**src/rtl/opsel_wb_pipe.sv**
```systemverilog
// opsel_wb_pipe
// Operand-2 select and writeback-source select stage. It sits behind a
// two-entry skid FIFO. Every accepted entry is decoded on the way in:
//   - the operand-2 mux (rs2 / immediate / pc / zero) is resolved,
//   - the immediate is decoded,
//   - the writeback source is picked,
// and the results are stored. The head entry drives the outputs, so an
// entry pushed in one cycle appears at the outputs in the next cycle.
//
// Ports:
//   clk, rst_n              clock and asynchronous active-low reset
//   in_valid / in_ready     upstream handshake (in_ready = room available)
//   wb_sel, wb_src          writeback source index and flattened sources
//   op2_sel, imm_mode       operand-2 mux select and immediate format
//   inst_hi                 instruction bits [31:7] (inst_hi[i] = instr[i+7])
//   pc, rs2, rs2_addr       operand candidates
//   rd_addr, rd_we          destination register and write enable
//   flush                   synchronous discard of all held entries
//   out_valid / out_ready   downstream handshake
//   op2_out, wb_out,
//   wb_rd_addr, wb_we       head entry, forced to zero while empty
//
// Build option: define OPSEL_FWD_EN to add a forwarding register. This
// register captures each popped writeback and bypasses it into rs2 for
// later pushes. The port list and timing are the same with or without it.
module opsel_wb_pipe #(
    parameter int XLEN = 32,
    parameter int NSRC = 4
) (
    input  logic                      clk,
    input  logic                      rst_n,
    input  logic                      in_valid,
    output logic                      in_ready,
    input  logic [$clog2(NSRC)-1:0]   wb_sel,
    input  logic [NSRC*XLEN-1:0]      wb_src,
    input  logic [1:0]                op2_sel,
    input  logic [1:0]                imm_mode,
    input  logic [24:0]               inst_hi,
    input  logic [XLEN-1:0]           pc,
    input  logic [XLEN-1:0]           rs2,
    input  logic [4:0]                rs2_addr,
    input  logic [4:0]                rd_addr,
    input  logic                      rd_we,
    input  logic                      flush,
    output logic                      out_valid,
    input  logic                      out_ready,
    output logic [XLEN-1:0]           op2_out,
    output logic [XLEN-1:0]           wb_out,
    output logic [4:0]                wb_rd_addr,
    output logic                      wb_we
);

    localparam int SELW = $clog2(NSRC);

    typedef enum logic [1:0] {
        OCC_EMPTY = 2'd0,
        OCC_ONE   = 2'd1,
        OCC_FULL  = 2'd2
    } occ_t;

    typedef struct packed {
        logic [XLEN-1:0] op2;
        logic [XLEN-1:0] wb;
        logic [4:0]      rd;
        logic            we;
    } entry_t;

    occ_t            occ_q;
    entry_t          head_q;
    entry_t          tail_q;
    entry_t          new_ent;
    logic            push;
    logic            pop;
    logic [31:0]     imm32;
    logic [XLEN-1:0] imm_ext;
    logic [XLEN-1:0] wb_pick;
    logic [XLEN-1:0] rs2_eff;

    // Handshake status depends only on the occupancy state.
    assign in_ready  = (occ_q != OCC_FULL);
    assign out_valid = (occ_q != OCC_EMPTY);
    assign push      = in_valid && in_ready;
    assign pop       = out_valid && out_ready;

    // Immediate decode. inst_hi is offset by 7 from the instruction bit
    // numbering, so instr[k] appears as inst_hi[k-7] in the slices below.
    always_comb begin
        imm32 = '0;
        case (imm_mode)
            2'b00:   imm32 = {{20{inst_hi[24]}}, inst_hi[24:13]};
            2'b01:   imm32 = {{20{inst_hi[24]}}, inst_hi[24:18], inst_hi[4:0]};
            2'b10:   imm32 = {inst_hi[24:5], 12'b0};
            default: imm32 = {{11{inst_hi[24]}}, inst_hi[24], inst_hi[12:5],
                              inst_hi[13], inst_hi[23:14], 1'b0};
        endcase
        imm_ext = XLEN'($signed(imm32));
    end

    // Writeback source mux. An index beyond the last source matches
    // nothing and leaves the result at zero.
    always_comb begin
        wb_pick = '0;
        for (int k = 0; k < NSRC; k++) begin
            if (wb_sel == SELW'(k)) begin
                wb_pick = wb_src[k*XLEN +: XLEN];
            end
        end
    end

`ifdef OPSEL_FWD_EN
    logic            fwd_valid_q;
    logic [4:0]      fwd_addr_q;
    logic [XLEN-1:0] fwd_value_q;
    logic            fwd_v;
    logic [4:0]      fwd_a;
    logic [XLEN-1:0] fwd_d;

    // Forwarding source for this cycle. When the head is popping in the
    // same cycle, that entry is what the register is about to hold, so it
    // is compared directly instead of the stale register contents.
    always_comb begin
        fwd_v = fwd_valid_q;
        fwd_a = fwd_addr_q;
        fwd_d = fwd_value_q;
        if (pop) begin
            fwd_v = head_q.we;
            fwd_a = head_q.rd;
            fwd_d = head_q.wb;
        end
        rs2_eff = rs2;
        if (fwd_v && (fwd_a == rs2_addr) && (rs2_addr != 5'd0)) begin
            rs2_eff = fwd_d;
        end
    end

    // The forwarding register captures every popped entry. A flush leaves
    // it alone because nothing actually leaves the pipe.
    always_ff @(posedge clk or negedge rst_n) begin
        if (!rst_n) begin
            fwd_valid_q <= 1'b0;
            fwd_addr_q  <= '0;
            fwd_value_q <= '0;
        end else if (!flush && pop) begin
            fwd_valid_q <= head_q.we;
            fwd_addr_q  <= head_q.rd;
            fwd_value_q <= head_q.wb;
        end
    end
`else
    logic unused_rs2_addr;

    assign unused_rs2_addr = ^rs2_addr;
    assign rs2_eff         = rs2;
`endif

    // Assemble the entry that would be stored if a push happens now.
    always_comb begin
        new_ent    = '0;
        new_ent.wb = wb_pick;
        new_ent.rd = rd_addr;
        new_ent.we = rd_we && (rd_addr != 5'd0);
        case (op2_sel)
            2'b00:   new_ent.op2 = rs2_eff;
            2'b01:   new_ent.op2 = imm_ext;
            2'b10:   new_ent.op2 = pc;
            default: new_ent.op2 = '0;
        endcase
    end

    // Two-slot FIFO. The head slot always drives the outputs.
    //   - With one entry, a simultaneous push and pop replaces the head.
    //   - With two entries, a pop promotes the tail.
    //   - A flush overrides any push or pop in the same cycle.
    always_ff @(posedge clk or negedge rst_n) begin
        if (!rst_n) begin
            occ_q  <= OCC_EMPTY;
            head_q <= '0;
            tail_q <= '0;
        end else if (flush) begin
            occ_q <= OCC_EMPTY;
        end else begin
            case (occ_q)
                OCC_EMPTY: begin
                    if (push) begin
                        head_q <= new_ent;
                        occ_q  <= OCC_ONE;
                    end
                end
                OCC_ONE: begin
                    if (push && pop) begin
                        head_q <= new_ent;
                    end else if (push) begin
                        tail_q <= new_ent;
                        occ_q  <= OCC_FULL;
                    end else if (pop) begin
                        occ_q <= OCC_EMPTY;
                    end
                end
                default: begin
                    if (pop) begin
                        head_q <= tail_q;
                        occ_q  <= OCC_ONE;
                    end
                end
            endcase
        end
    end

    // Data outputs read as zero whenever nothing is held. This covers the
    // asynchronous reset case too, because reset clears the occupancy at once.
    assign op2_out    = out_valid ? head_q.op2 : '0;
    assign wb_out     = out_valid ? head_q.wb  : '0;
    assign wb_rd_addr = out_valid ? head_q.rd  : '0;
    assign wb_we      = out_valid ? head_q.we  : 1'b0;

endmodule

```
**config.mk**
```make
export PLATFORM = sky130hd
export DESIGN_NAME = opsel_wb_pipe
export DESIGN_NICKNAME = d
export VERILOG_FILES = /design/src/rtl/opsel_wb_pipe.sv
export SDC_FILE = /design/constraint.sdc
export NUM_CORES = 1
export LEC_CHECK = 0
export ABC_AREA = 1
export ABC_CLOCK_PERIOD_IN_PS = 1600
export BUFFER_PORTS_ARGS = -buffer_cell sky130_fd_sc_hd__buf_2
export CORE_UTILIZATION = 51
export DETAILED_ROUTE_END_ITERATION = 8
export HOLD_SLACK_MARGIN = 0.06
export PLACE_DENSITY = 0.82
export RECOVER_POWER = 50
export SLEW_MARGIN = 20
export SYNTH_ARGS = -nofsm -noshare
export SYNTH_HDL_FRONTEND = slang
export SYNTH_SLANG_ARGS = --single-unit
```
**constraint.sdc**
```tcl
create_clock -name clk -period 1.6 [get_ports clk]
set_input_delay 0.32 -clock clk [delete_from_list [all_inputs] [get_ports clk]]
set_output_delay 0.32 -clock clk [all_outputs]
set_load 0.01 [all_outputs]
```
* After elaboration in Yosys (flattened, before gate mapping) *
Cells that the tools add are included.

operators by class
  equal/unequal tests = 14
  muxes and demuxes = 21
  bitwise gates (word level) = 2
  reduce and logical (&&, ||, !) cells = 15

operators with widths
  operator              number
  $mux W70              3
  $mux W32              6
  $pmux W70 S2          1
  $pmux W32 S3          1
  $pmux W31 S3          1
  $mux W2               6
  $reduce_and A4 Y1     3
  $eq A2 B1 Y1 const B  4
  $eq A2 B2 Y1 const B  4
  $logic_not A2 Y1      4
  $ne A2 B2 Y1 const B  3
  $ne A3 B3 Y1 const B  2
  $mux W5               1
  $reduce_bool A5 Y1    1
  $logic_and A1 B1 Y1   4
  $ne A4 B4 Y1 const B  1
  $pmux W2 S2           1
  $reduce_bool A4 Y1    1
  $reduce_bool A3 Y1    1
  $not A1 Y1            2
  $reduce_bool A2 Y1    1
  $mux W1               1

storage, ports and cells
  register bits after elaboration = 142
  logic and storage cells = 61

* Logic depth before layout (Yosys ltp) *
Gate-level depths: netlist (run 1).

  depth after elaboration = 7
  gate-level depth with buffers = 11
  depth with buffers taken out = 9

* Worst setup path before layout (run 1) *
OpenSTA, ideal clock, no wires.

  path kind = flip-flop to output port
  start = register occ_q[1]
  end = output port out_valid
  arrival = 1.246 ns
  required time = 1.280 ns
  slack = 0.034 ns
  cell stages (with the launch flop) = 5
  cells stage by stage = dfrtp_1 -> buf_2 -> nor2_1 -> clkbuf_1 -> inv_1

on the way
  cells in the longest elaborated chain, start to end = 1

ends and longest elaborated chain
  item                    line  RTL
  start, declared         68    occ_t occ_q;
  start signal, assigned  176   occ_q <= OCC_EMPTY;
  start signal, assigned  180   occ_q <= OCC_EMPTY;
  start signal, assigned  186   occ_q <= OCC_ONE;
  $reduce_bool A2 Y1      81    assign out_valid = (occ_q != OCC_EMPTY);
  end, declared           45    output logic out_valid,

Every way passes these cells.

* Final worst setup path (run 1) *
  start = register occ_q[1]
  end = output port wb_rd_addr[4]

on the way
  cells in the longest elaborated chain, start to end = 2

ends and longest elaborated chain
  item                line  RTL
  $reduce_bool A2 Y1  81
  $mux W5             213   assign wb_rd_addr = out_valid ? head_q.rd : '0;
  end, declared       49    output logic [4:0] wb_rd_addr,

Every way passes these cells.

==> metrics.cfg, run 1 <==
[die]
initial_utilization = 0.5278
fp.dieH_um = 130.9
design.portCount = 311
rows = 46
core_mm2 = 0.01606
die_x_um = 130.9
die_area_mm2 = 0.01714

[pwr]
p_leak_uw = 0.006999
p_int_uw = 9262
p_sw_uw = 5133
powerDensity_mw_per_mm2 = 1154
seqPwrFrac = 0.381
power_uw = 14400
p_comb_frac = 0.348
clock_power_share = 0.271
ir_worst_vdd_v = 0.0009511
swShare = 0.3566

[critical_path]
critPathMaxFanout = 8
worstPathArrival_ns = 1.69
r2r_slack_ns = -0.21
endpoint_kind = primary output
crit_end = wb_rd_addr[4]
criticalPathCategory = reg -> out
cp_num_cells = 6
crit_path_start = occ_q[1]$_DFFE_PN0P_
reg2reg_from = occ_q[1]$_DFFE_PN0P_
critPathBufInv = 4
ff2ff_path_depth = 12
timing.rr.end = head_q[7]$_DFFE_PN0P_
slowest_delay_ns = 0.43
cp_top_family = buffers and inverters
crit_required_ns = 1.28
cpMaxStageDelayCell = dfrtp_2
path_cells = buf_6 > nor2_4 > buf_8 > clkbuf_16 > nor2_1 > buf_2
start_kind = flop

[clock_network]
cts_tree = done
worstSkewPairLatency_ns = 0.44
root_buffer = clkbuf_16
numClockSinks = 142
cts.reportedPaths.clkPinSlew_ns = 0.06
numCtsBuffers = 17
cts_buffer_depth = 2
htree_levels = 4

[synth]
synth_seq_area_share = 0.4193
netlist_top_cells_count = nand2_1 (514), nor2_1 (178), dfrtp_1 (142)
synth_compound_area_frac = 0.1075
synth_edf_count = 0
syn_nets = 1559
synth_area_mm2 = 0.008476
synth-simple-area-share = 0.3748
avgSynthCellArea_um2 = 6.421
synth_top_family_by_area = simple AND/OR/NAND/NOR gates
yosysMostFrequentCell = nand2_1
yosys_warnings = 0
synth-async-reset-ratio = 1.000
synthTopCellsByArea = dfrtp_1 (42%), nand2_1 (23%), nor2_1 (7.9%), o21ai_0 (7.5%), nand3_1 (5.5%)
synthDistinctLibCells = 23
synth_top_cell_area_share = 0.4193
synthXorXnorAreaFrac = 0
yosys.area_share.adder = 0
synth-seq-cells = 142
synth_top_area_cell = dfrtp_1
syn_inst = 1320
ys.flop_type = dfrtp_1
synthMuxAreaShare = 0

[detailed_routing]
num_vias = 10407
routed_via_density = 5.498
drt-total-wl_um = 32630
drt-initial-drc-count = 1187
route.detailed.drc = 0
route.antenna.remaining_nets = 0
firstDrtPassIters = 6
wire_per_inst_um = 17.24

[timing]
drv_slew = 0
hold_ws_ns = 0.09553
hold_viol = 0
period_minus_slack_ns = 2.008
fmax_mhz = 497.9
fin_skew_ns = 0.01416
min_period_over_period = 1.255
tns_ns = -32.63
slew-limit-headroom = 0.2757
rsz0062_at_grt = true
setup_slack_ns = -0.4084
finalSetupViolCount = 169
tightest_slew_ns = 1.086

[place]
place_area_mm2 = 0.01046
dp_hpwl_um = 18150
gp_congestion = 0.9064
portBuffers = 305

[hold_path]
holdCritPathClass = in -> reg

[layout]
drive_gt1_frac = 0.3202
syn2layout_area_growth_pct = 47.12
nNetsFinal = 1903
num_antenna_cells = 0
final_area_mm2 = 0.01247

[global_route]
grt_pass1_vias = 8853
grt_max_degree = 55
grt_overflow = 0
grt_use_total = 0.3149
antenna_found_initial = 0
grt_pass1_wl_um = 41840

[status]
violations = setup timing
outcome = complete, but fails checks

[flow_run]
cap_violations = 0

[registers in the layout (all words and copies together), names as in the netlist]
signal / flops
tail_q: 70
occ_q: 2
head_q: 70
[power groups by stage]
stage	Sequential (µW)	Clock [µW]	Combinational (µW)
6_report	5480	3900	5010
5_1_grt	5590	4050	5490
4_1_cts	5370	3870	3850
3_5_place_dp	5400	0	3660
3_3_place_gp	5350	0	3560
2_1_floorplan	5230	0	2320
[kinds of logic after synthesis]
group	after synthesis
simple gates	801
compound gates	179
flops	142
buf+inv	198
[layout make-up]
type / count / area [µm²]
sequential: 142 / 3556
fill: 1107 / 3588
multi-input combinational: 981 / 4506
inverter: 120 / 475.5
clock inverter: 11 / 116.4
clock buffer: 21 / 450.4
tap: 216 / 270.3
timing repair buffer: 402 / 3095
[timing repair]
item	in CTS	in global routing
hold buffers	1	0
gates cloned	4	27
endpoints found under the setup margin	79	197
hold endpoints to repair	36	0
gates resized for setup	13	198
buffers inserted	5	16
pin swaps	4	13
[how the worst min path moves through the flow]
stage          cells past startpoint                      to   from
2_1_floorplan                      0   head_q[0]$_DFFE_PN0P_  rst_n
3_3_place_gp                       1  head_q[51]$_DFFE_PN0P_  rst_n
3_5_place_dp                       1  head_q[51]$_DFFE_PN0P_  rst_n
4_1_cts                            2    occ_q[1]$_DFFE_PN0P_  flush
5_1_grt                            2    occ_q[1]$_DFFE_PN0P_  flush
6_report                           2    occ_q[1]$_DFFE_PN0P_  flush
[per-layer routing]
| layer | up-vias | GRT usage | part of all wire |
|---|---|---|---|
| li1 | 4793 | - | - |
| met4 | 0 | 0.1237 | 0.037 |
| met5 | - | 0 | 0 |
| met3 | 125 | 0.05497 | 0.088 |
| met1 | 4836 | 0.4036 | 0.38 |
| met2 | 653 | 0.5300 | 0.50 |
[per-stage QoR]
step                std cells  setup WS, ns  utilization
finish                   1893       -0.4084       0.7765
global route             1893       -0.4147       0.7765
CTS                      1851       -0.3336       0.6991
detailed placement       1809      -0.01204       0.6513
global placement         1809       0.04996       0.6513
floorplan                1320       0.03440            -
[cell usage in the layout (no fill, tap or decap), types with 5 or more instances in the layout]
cell / n
buf_12: 21
buf_6: 28
nand4_1: 6
nand3_1: 92
nor2_2: 37
nand2_1: 484
clkbuf_16: 35
o21ai_0: 89
nor2_4: 15
nand2_2: 27
o21ai_2: 5
nand2_4: 5
clkinv_2: 5
dfrtp_1: 140
o21ai_1: 62
inv_1: 115
buf_2: 295
buf_4: 30
a21oi_1: 12
nor2_1: 130
(Power assumes the default switching activity.)
==> run 2, diff against run 1 <==
CORE_MARGIN = 4   (was unset)
PLACE_DENSITY = 0.87   (was 0.82)
==> run 2 against run 1 <==
- the run still ends with setup timing left
- sequential share of layout area grew 2.3 points
- core utilization shrank 5.7 points
- sequential power shrank 2%
- worst setup slack gained 0.14 ns
- final area shrank 7.4%
- final cell count shrank 1.7%
- maximum frequency grew 7.7%
- largest power group unchanged
- worst hold slack gained 0.049 ns
- critical path depth shrank 1
- wire length shrank 13%
- die area grew 9.4%
==> metrics.cfg, run 2 (synthesis gave the netlist of run 1 again) <==
[status]
outcome = complete, but fails checks
violations = setup timing

[die]
initial_utilization = 0.5278  ; unchanged
design.portCount = 311  ; unchanged
die_x_um = 136.9  ; +4.6%
core_mm2 = 0.01606  ; unchanged
fp.dieH_um = 136.9  ; +4.6%
die_area_mm2 = 0.01875  ; +9.4%
rows = 46  ; unchanged

[global_route]
antenna_found_initial = 0  ; unchanged
grt_pass1_wl_um = 42740  ; +2.1%
grt_overflow = 0  ; unchanged
grt_max_degree = 70  ; +27%
grt_pass1_vias = 9028  ; +2.0%
grt_use_total = 0.2853  ; -0.02955

[clock_network]
worstSkewPairLatency_ns = 0.42  ; -0.02 ns
numCtsBuffers = 17  ; unchanged
cts.reportedPaths.clkPinSlew_ns = 0.06  ; about the same
numClockSinks = 142  ; unchanged
htree_levels = 4  ; unchanged
cts_buffer_depth = 2  ; unchanged
cts_tree = done
root_buffer = clkbuf_16

[pwr]
power_uw = 13510  ; -6.2%
powerDensity_mw_per_mm2 = 1170  ; +1.3%
p_leak_uw = 0.006611  ; -5.5%
ir_worst_vdd_v = 0.0008398  ; -12%

[critical_path]
endpoint_kind = primary output
slowest_delay_ns = 0.42  ; about the same
worstPathArrival_ns = 1.55  ; -0.14 ns
criticalPathCategory = reg -> out
start_kind = flop
crit_path_start = occ_q[0]$_DFFE_PN0P_
reg2reg_from = occ_q[1]$_DFFE_PN0P_
cpMaxStageDelayCell = dfrtp_2
critPathMaxFanout = 7  ; -1
crit_required_ns = 1.28  ; about the same
path_cells = nor2_4 > buf_6 > clkbuf_16 > nor2_1 > buf_2

[timing]
finalSetupViolCount = 87  ; -49%
hold_ws_ns = 0.1449  ; +0.04940 ns
period_minus_slack_ns = 1.866  ; -0.1429 ns
hold_viol = 0  ; unchanged
rsz0062_at_grt = true
drv_slew = 0  ; unchanged
tightest_slew_ns = 0.9658  ; -0.1207 ns
setup_slack_ns = -0.2655  ; +0.1429 ns
min_period_over_period = 1.166  ; -0.08929
fmax_mhz = 536.0  ; +7.7%
fin_skew_ns = 0.005121  ; -0.009035 ns
slew-limit-headroom = 0.3562  ; +0.08044
tns_ns = -16.86  ; +15.77 ns

[hold_path]
hold_start = flush
holdCritPathClass = in -> reg

[detailed_routing]
routed_via_density = 5.232  ; -4.8%
route.detailed.drc = 0  ; unchanged
route.antenna.remaining_nets = 0  ; unchanged
num_vias = 9737  ; -6.4%
wire_per_inst_um = 15.22  ; -12%
firstDrtPassIters = 5  ; -1
drt-total-wl_um = 28320  ; -13%
drt-initial-drc-count = 851  ; -28%

[layout]
n_fill_cell = 1260  ; +14%
drive_gt1_frac = 0.2802  ; -0.03997
nNetsFinal = 1871  ; -1.7%
reg_top3 = head_q x70, tail_q x70, occ_q x2
layout_commonest_cell = nand2_1
final_cell_mix = nand2_1 (506), buf_2 (303), nor2_1 (163), dfrtp_1 (140)
syn2layout_area_growth_pct = 36.24
fin_cells = 1861  ; -1.7%
num_antenna_cells = 0  ; unchanged

[place]
dp_cells = 1807  ; -0.11%
portBuffers = 305  ; unchanged
dp_hpwl_um = 19150  ; +5.5%
gp_congestion = 0.9489  ; +4.7%

[flow_run]
cap_violations = 0  ; unchanged

==> run 2: changes by cell type in the layout (fill, tap and decap cells not counted), sizes merged, moves of 2 or more <==
cell	delta
buf	-17
clkinvlp	+2
clkbuf	-10
bufbuf	-2
clkinv	-2
==> run 2: power by group <==
part           leakage [µW]  total, µW  switching (µW)  internal (µW)
logic               0.00454       4230            2470           1760
registers           0.00179       5380             604           4770
clock network      0.000279       3900            1520           2380
==> run 2: stage by stage <==
stage          utilization  area (µm²)  setup WS, ns
2_1_floorplan            -        8476       0.03440
6_report            0.7191       11550       -0.2655
4_1_cts             0.7080       11370       -0.2565
3_5_place_dp        0.6480       10410      -0.07924
5_1_grt             0.7191       11550       -0.3068
3_3_place_gp        0.6480       10410     -0.005207
==> run 2: cell type report <==
class                      instances  area, µm²  share of cell area
clock buffer                      23      508.0             0.04399
clock inverter                     9      82.58            0.007151
inverter                         120      470.5             0.04074
multi-input combinational        980       4290              0.3715
sequential                       142       3556              0.3079
tap                              216      270.3             0.02340
timing repair buffer             371       2370              0.2052
==> run 2: worst paths after layout <==
kind / endpoint / slack (ns) / depth (start not counted)
worst max-delay path: wb_out[15] / -0.27 / 5
worst min-delay path: occ_q[1]$_DFFE_PN0P_ / 0.14 / 2
worst max register to register: head_q[53]$_DFFE_PN0P_ / -0.05 / 11
worst min register to register: head_q[53]$_DFFE_PN0P_ / 0.47 / 2
max in group asynchronous: head_q[9]$_DFFE_PN0P_ / 0.15 / 3
min in group asynchronous: occ_q[0]$_DFFE_PN0P_ / 0.59 / 2
==> run 2: critical path, delay by kind of cell, from the launching register on <==
family | cells | cell delay [ns]
and+or+nand+nor | 2 | 0.23
DFF | 1 | 0.42
buffers and inverters | 3 | 0.46
==> run 2: timing repair <==
item,in CTS,in global routing
resized for setup,45,56
hold endpoints to repair,28,0
setup buffers,17,3
setup endpoints to repair,116,212
pin swaps,5,8
gates cloned,4,3
hold buffers,1,0
==> run 2: per-layer routing <==
layer / vias up / wire [µm] / GRT usage
met1: 4481 / 11390 / 0.3836
li1: 4731 / - / -
met2: 459 / 14210 / 0.4734
met5: - / 0 / 0
met4: 0 / 757 / 0.09812
met3: 66 / 1963 / 0.04301
==> run 3, diff against run 2 <==
SETUP_SLACK_MARGIN = 0.02   (was unset)
==> run 3 against run 2 <==
- the flow finishes with violations (DRC, setup timing)
- global-route usage is 1.7 points higher
- largest cell class unchanged
- first-iteration DRC count is 120% higher
- worst setup slack worse by 0.021 ns
- final cell count is 2.6% higher
- non-clock buffer count is 46 higher
- largest power group unchanged
- final area is 14% higher
- maximum frequency is 1.1% lower
- flip-flop and latch count stayed put
- via count is 17% higher
==> metrics.cfg, run 3 (synthesis gave the netlist of run 1 again) <==
[critical_path]
crit_required_ns = 1.28  ; about the same
reg2reg_from = occ_q[1]$_DFFE_PN0P_
endpoint_kind = primary output
timing.rr.end = tail_q[36]$_DFFE_PN0P_
critPathMaxFanout = 15  ; +8
criticalPathCategory = reg -> out
start_kind = flop
r2r_slack_ns = -0.19  ; -0.14 ns
worstPathArrival_ns = 1.57  ; +0.02 ns
crit_path_start = occ_q[0]$_DFFE_PN0P_
ff2ff_path_depth = 10  ; -1

[hold_path]
holdPathStages = 2  ; unchanged
holdCritPathClass = in -> reg
hold_end = occ_q[1]$_DFFE_PN0P_
hold_start = flush

[layout]
fin_util = 0.8230  ; +0.1039
drive_gt1_frac = 0.3812  ; +0.1010
fin_cells = 1909  ; +2.6%
syn2layout_area_growth_pct = 55.92
n_fill_cell = 838  ; -33%
nNetsFinal = 1918  ; +2.5%
reg_top3 = head_q x70, tail_q x70, occ_q x2
layout_commonest_cell = nand2_1
final_cell_mix = nand2_1 (441), buf_2 (303), dfrtp_1 (140), nor2_1 (135), inv_1 (115)

[die]
die_area_mm2 = 0.01875  ; unchanged
rows = 46  ; unchanged
design.portCount = 311  ; unchanged
fp.dieH_um = 136.9  ; unchanged
core_mm2 = 0.01606  ; unchanged
initial_utilization = 0.5278  ; unchanged
die_x_um = 136.9  ; unchanged

[global_route]
grt_use_total = 0.3028  ; +0.01747
grt_max_degree = 70  ; unchanged
grt_overflow = 0  ; unchanged
grt_pass1_vias = 9319  ; +3.2%
antenna_found_initial = 1  ; +1
grt_pass1_wl_um = 44790  ; +4.8%

[timing]
fin_skew_ns = 0.01253  ; +0.007404 ns
rsz0062_at_grt = true
min_period_over_period = 1.179  ; +0.01329
finalSetupViolCount = 191  ; +120%
tightest_slew_ns = 1.023  ; +0.05728 ns
hold_ws_ns = 0.1320  ; -0.01289 ns
drv_slew = 0  ; unchanged
fmax_mhz = 530.0  ; -1.1%
period_minus_slack_ns = 1.887  ; +0.02126 ns
hold_viol = 0  ; unchanged
setup_slack_ns = -0.2868  ; -0.02126 ns
slew-limit-headroom = 0.3180  ; -0.03819

[detailed_routing]
num_vias = 11390  ; +17%
drt-initial-drc-count = 1890  ; +120%
route.detailed.drc = 210  ; +210
drt-total-wl_um = 39260  ; +39%
route.antenna.remaining_nets = 0  ; unchanged
routed_via_density = 5.966  ; +14%
wire_per_inst_um = 20.57  ; +35%
firstDrtPassIters = 9  ; +4

[clock_network]
numClockSinks = 142  ; unchanged
root_buffer = clkbuf_16
htree_levels = 4  ; unchanged
cts_buffer_depth = 2  ; unchanged
cts.reportedPaths.clkPinSlew_ns = 0.06  ; about the same
numCtsBuffers = 17  ; unchanged
cts_tree = done
worstSkewPairLatency_ns = 0.44  ; +0.02 ns

[pwr]
p_comb_frac = 0.366  ; +0.053
swShare = 0.3750  ; +0.03475
p_sw_uw = 5738  ; +25%
clock_power_share = 0.263  ; -0.025
p_int_uw = 9562  ; +7.3%
powerDensity_mw_per_mm2 = 1158  ; -1.0%
power_uw = 15300  ; +13%
seqPwrFrac = 0.372  ; -0.026
p_leak_uw = 0.007216  ; +9.2%
ir_worst_vdd_v = 0.0009391  ; +12%

[place]
portBuffers = 305  ; unchanged
dp_slack_ns = -0.07924  ; unchanged
dp_hpwl_um = 19150  ; unchanged
dp_cells = 1807  ; unchanged
gp_congestion = 0.9489  ; unchanged

[status]
violations = DRC, setup timing
outcome = complete, but fails checks

[flow_run]
cap_violations = 0  ; unchanged

[run 3: changes by cell type in the layout (fill, tap and decap cells not counted), moves of 5 or more]
cell and delta:
o21ai_0 -53, nor2_1 -28, nand2_2 +34, nand2_1 -65, buf_16 +9, buf_8 +5, o21ai_2 +42, buf_6 +11
o21ai_1 +10, buf_12 +9, clkbuf_16 +12, nand2_4 +30, nor2_4 +25
[run 3: layer usage]
| metal | global-route usage | part of all wire | vias to the layer above |
|---|---|---|---|
| li1 | - | - | 4832 |
| met1 | 0.3981 | 0.33 | 5195 |
| met2 | 0.4995 | 0.47 | 1038 |
| met3 | 0.04853 | 0.13 | 325 |
| met4 | 0.1264 | 0.074 | 0 |
| met5 | 0 | 0 | - |
[run 3: power by group through the flow]
| stage | logic (µW) | clock network, µW | registers, µW |
|---|---|---|---|
| global route | 6010 | 4170 | 5770 |
| CTS | 4300 | 3910 | 5350 |
| finish | 5600 | 4020 | 5680 |
| floorplan | 2320 | 0 | 5230 |
| global placement | 3520 | 0 | 5340 |
| detailed placement | 3650 | 0 | 5390 |
[run 3: worst max-delay path, cell delays in order (launching register included)]
cell,delay (ns)
dfrtp_2,0.43
nor2_4,0.18
buf_6,0.14
buf_12,0.15
nor2_1,0.08
buf_2,0.14
[run 3: worst max-delay path by stage]
stage                     slack, ns               endpoint
after CTS                     -0.26             wb_out[24]
final                         -0.29             wb_out[24]
after global placement       -0.005  head_q[0]$_DFFE_PN0P_
after detailed placement      -0.08  head_q[0]$_DFFE_PN0P_
after global routing          -0.33            op2_out[10]
after floorplan                0.03              out_valid
[run 3: layout make-up]
cell class / count / area (µm²) / area share
well taps: 216 / 270.3 / 0.02045
clock inverters: 9 / 82.58 / 0.006249
inverters: 120 / 483.0 / 0.03655
multi-input cells: 981 / 5016 / 0.3796
repair buffers: 417 / 3297 / 0.2495
flip-flops and latches: 142 / 3556 / 0.2691
clock buffers: 23 / 508.0 / 0.03844
diodes: 1 / 2.502 / 0.0001894
[run 3: timing repair]
| item | 4_1_cts | 5_1_grt |
|---|---|---|
| gates resized for setup | 71 | 325 |
| hold buffers | 1 | 0 |
| endpoints found under the setup margin | 139 | 213 |
| endpoints found under the hold margin | 28 | 0 |
| pin swaps | 11 | 44 |
| buffers inserted | 22 | 21 |
| cloned | 11 | 26 |
[run 3: stage by stage]
stage | cell area (µm²) | setup TNS (ns)
2_1_floorplan | 8476 | 0
3_3_place_gp | 10410 | -0.005207
3_5_place_dp | 10410 | -0.7262
4_1_cts | 11670 | -17.47
5_1_grt | 13220 | -37.28
6_report | 13220 | -28.57
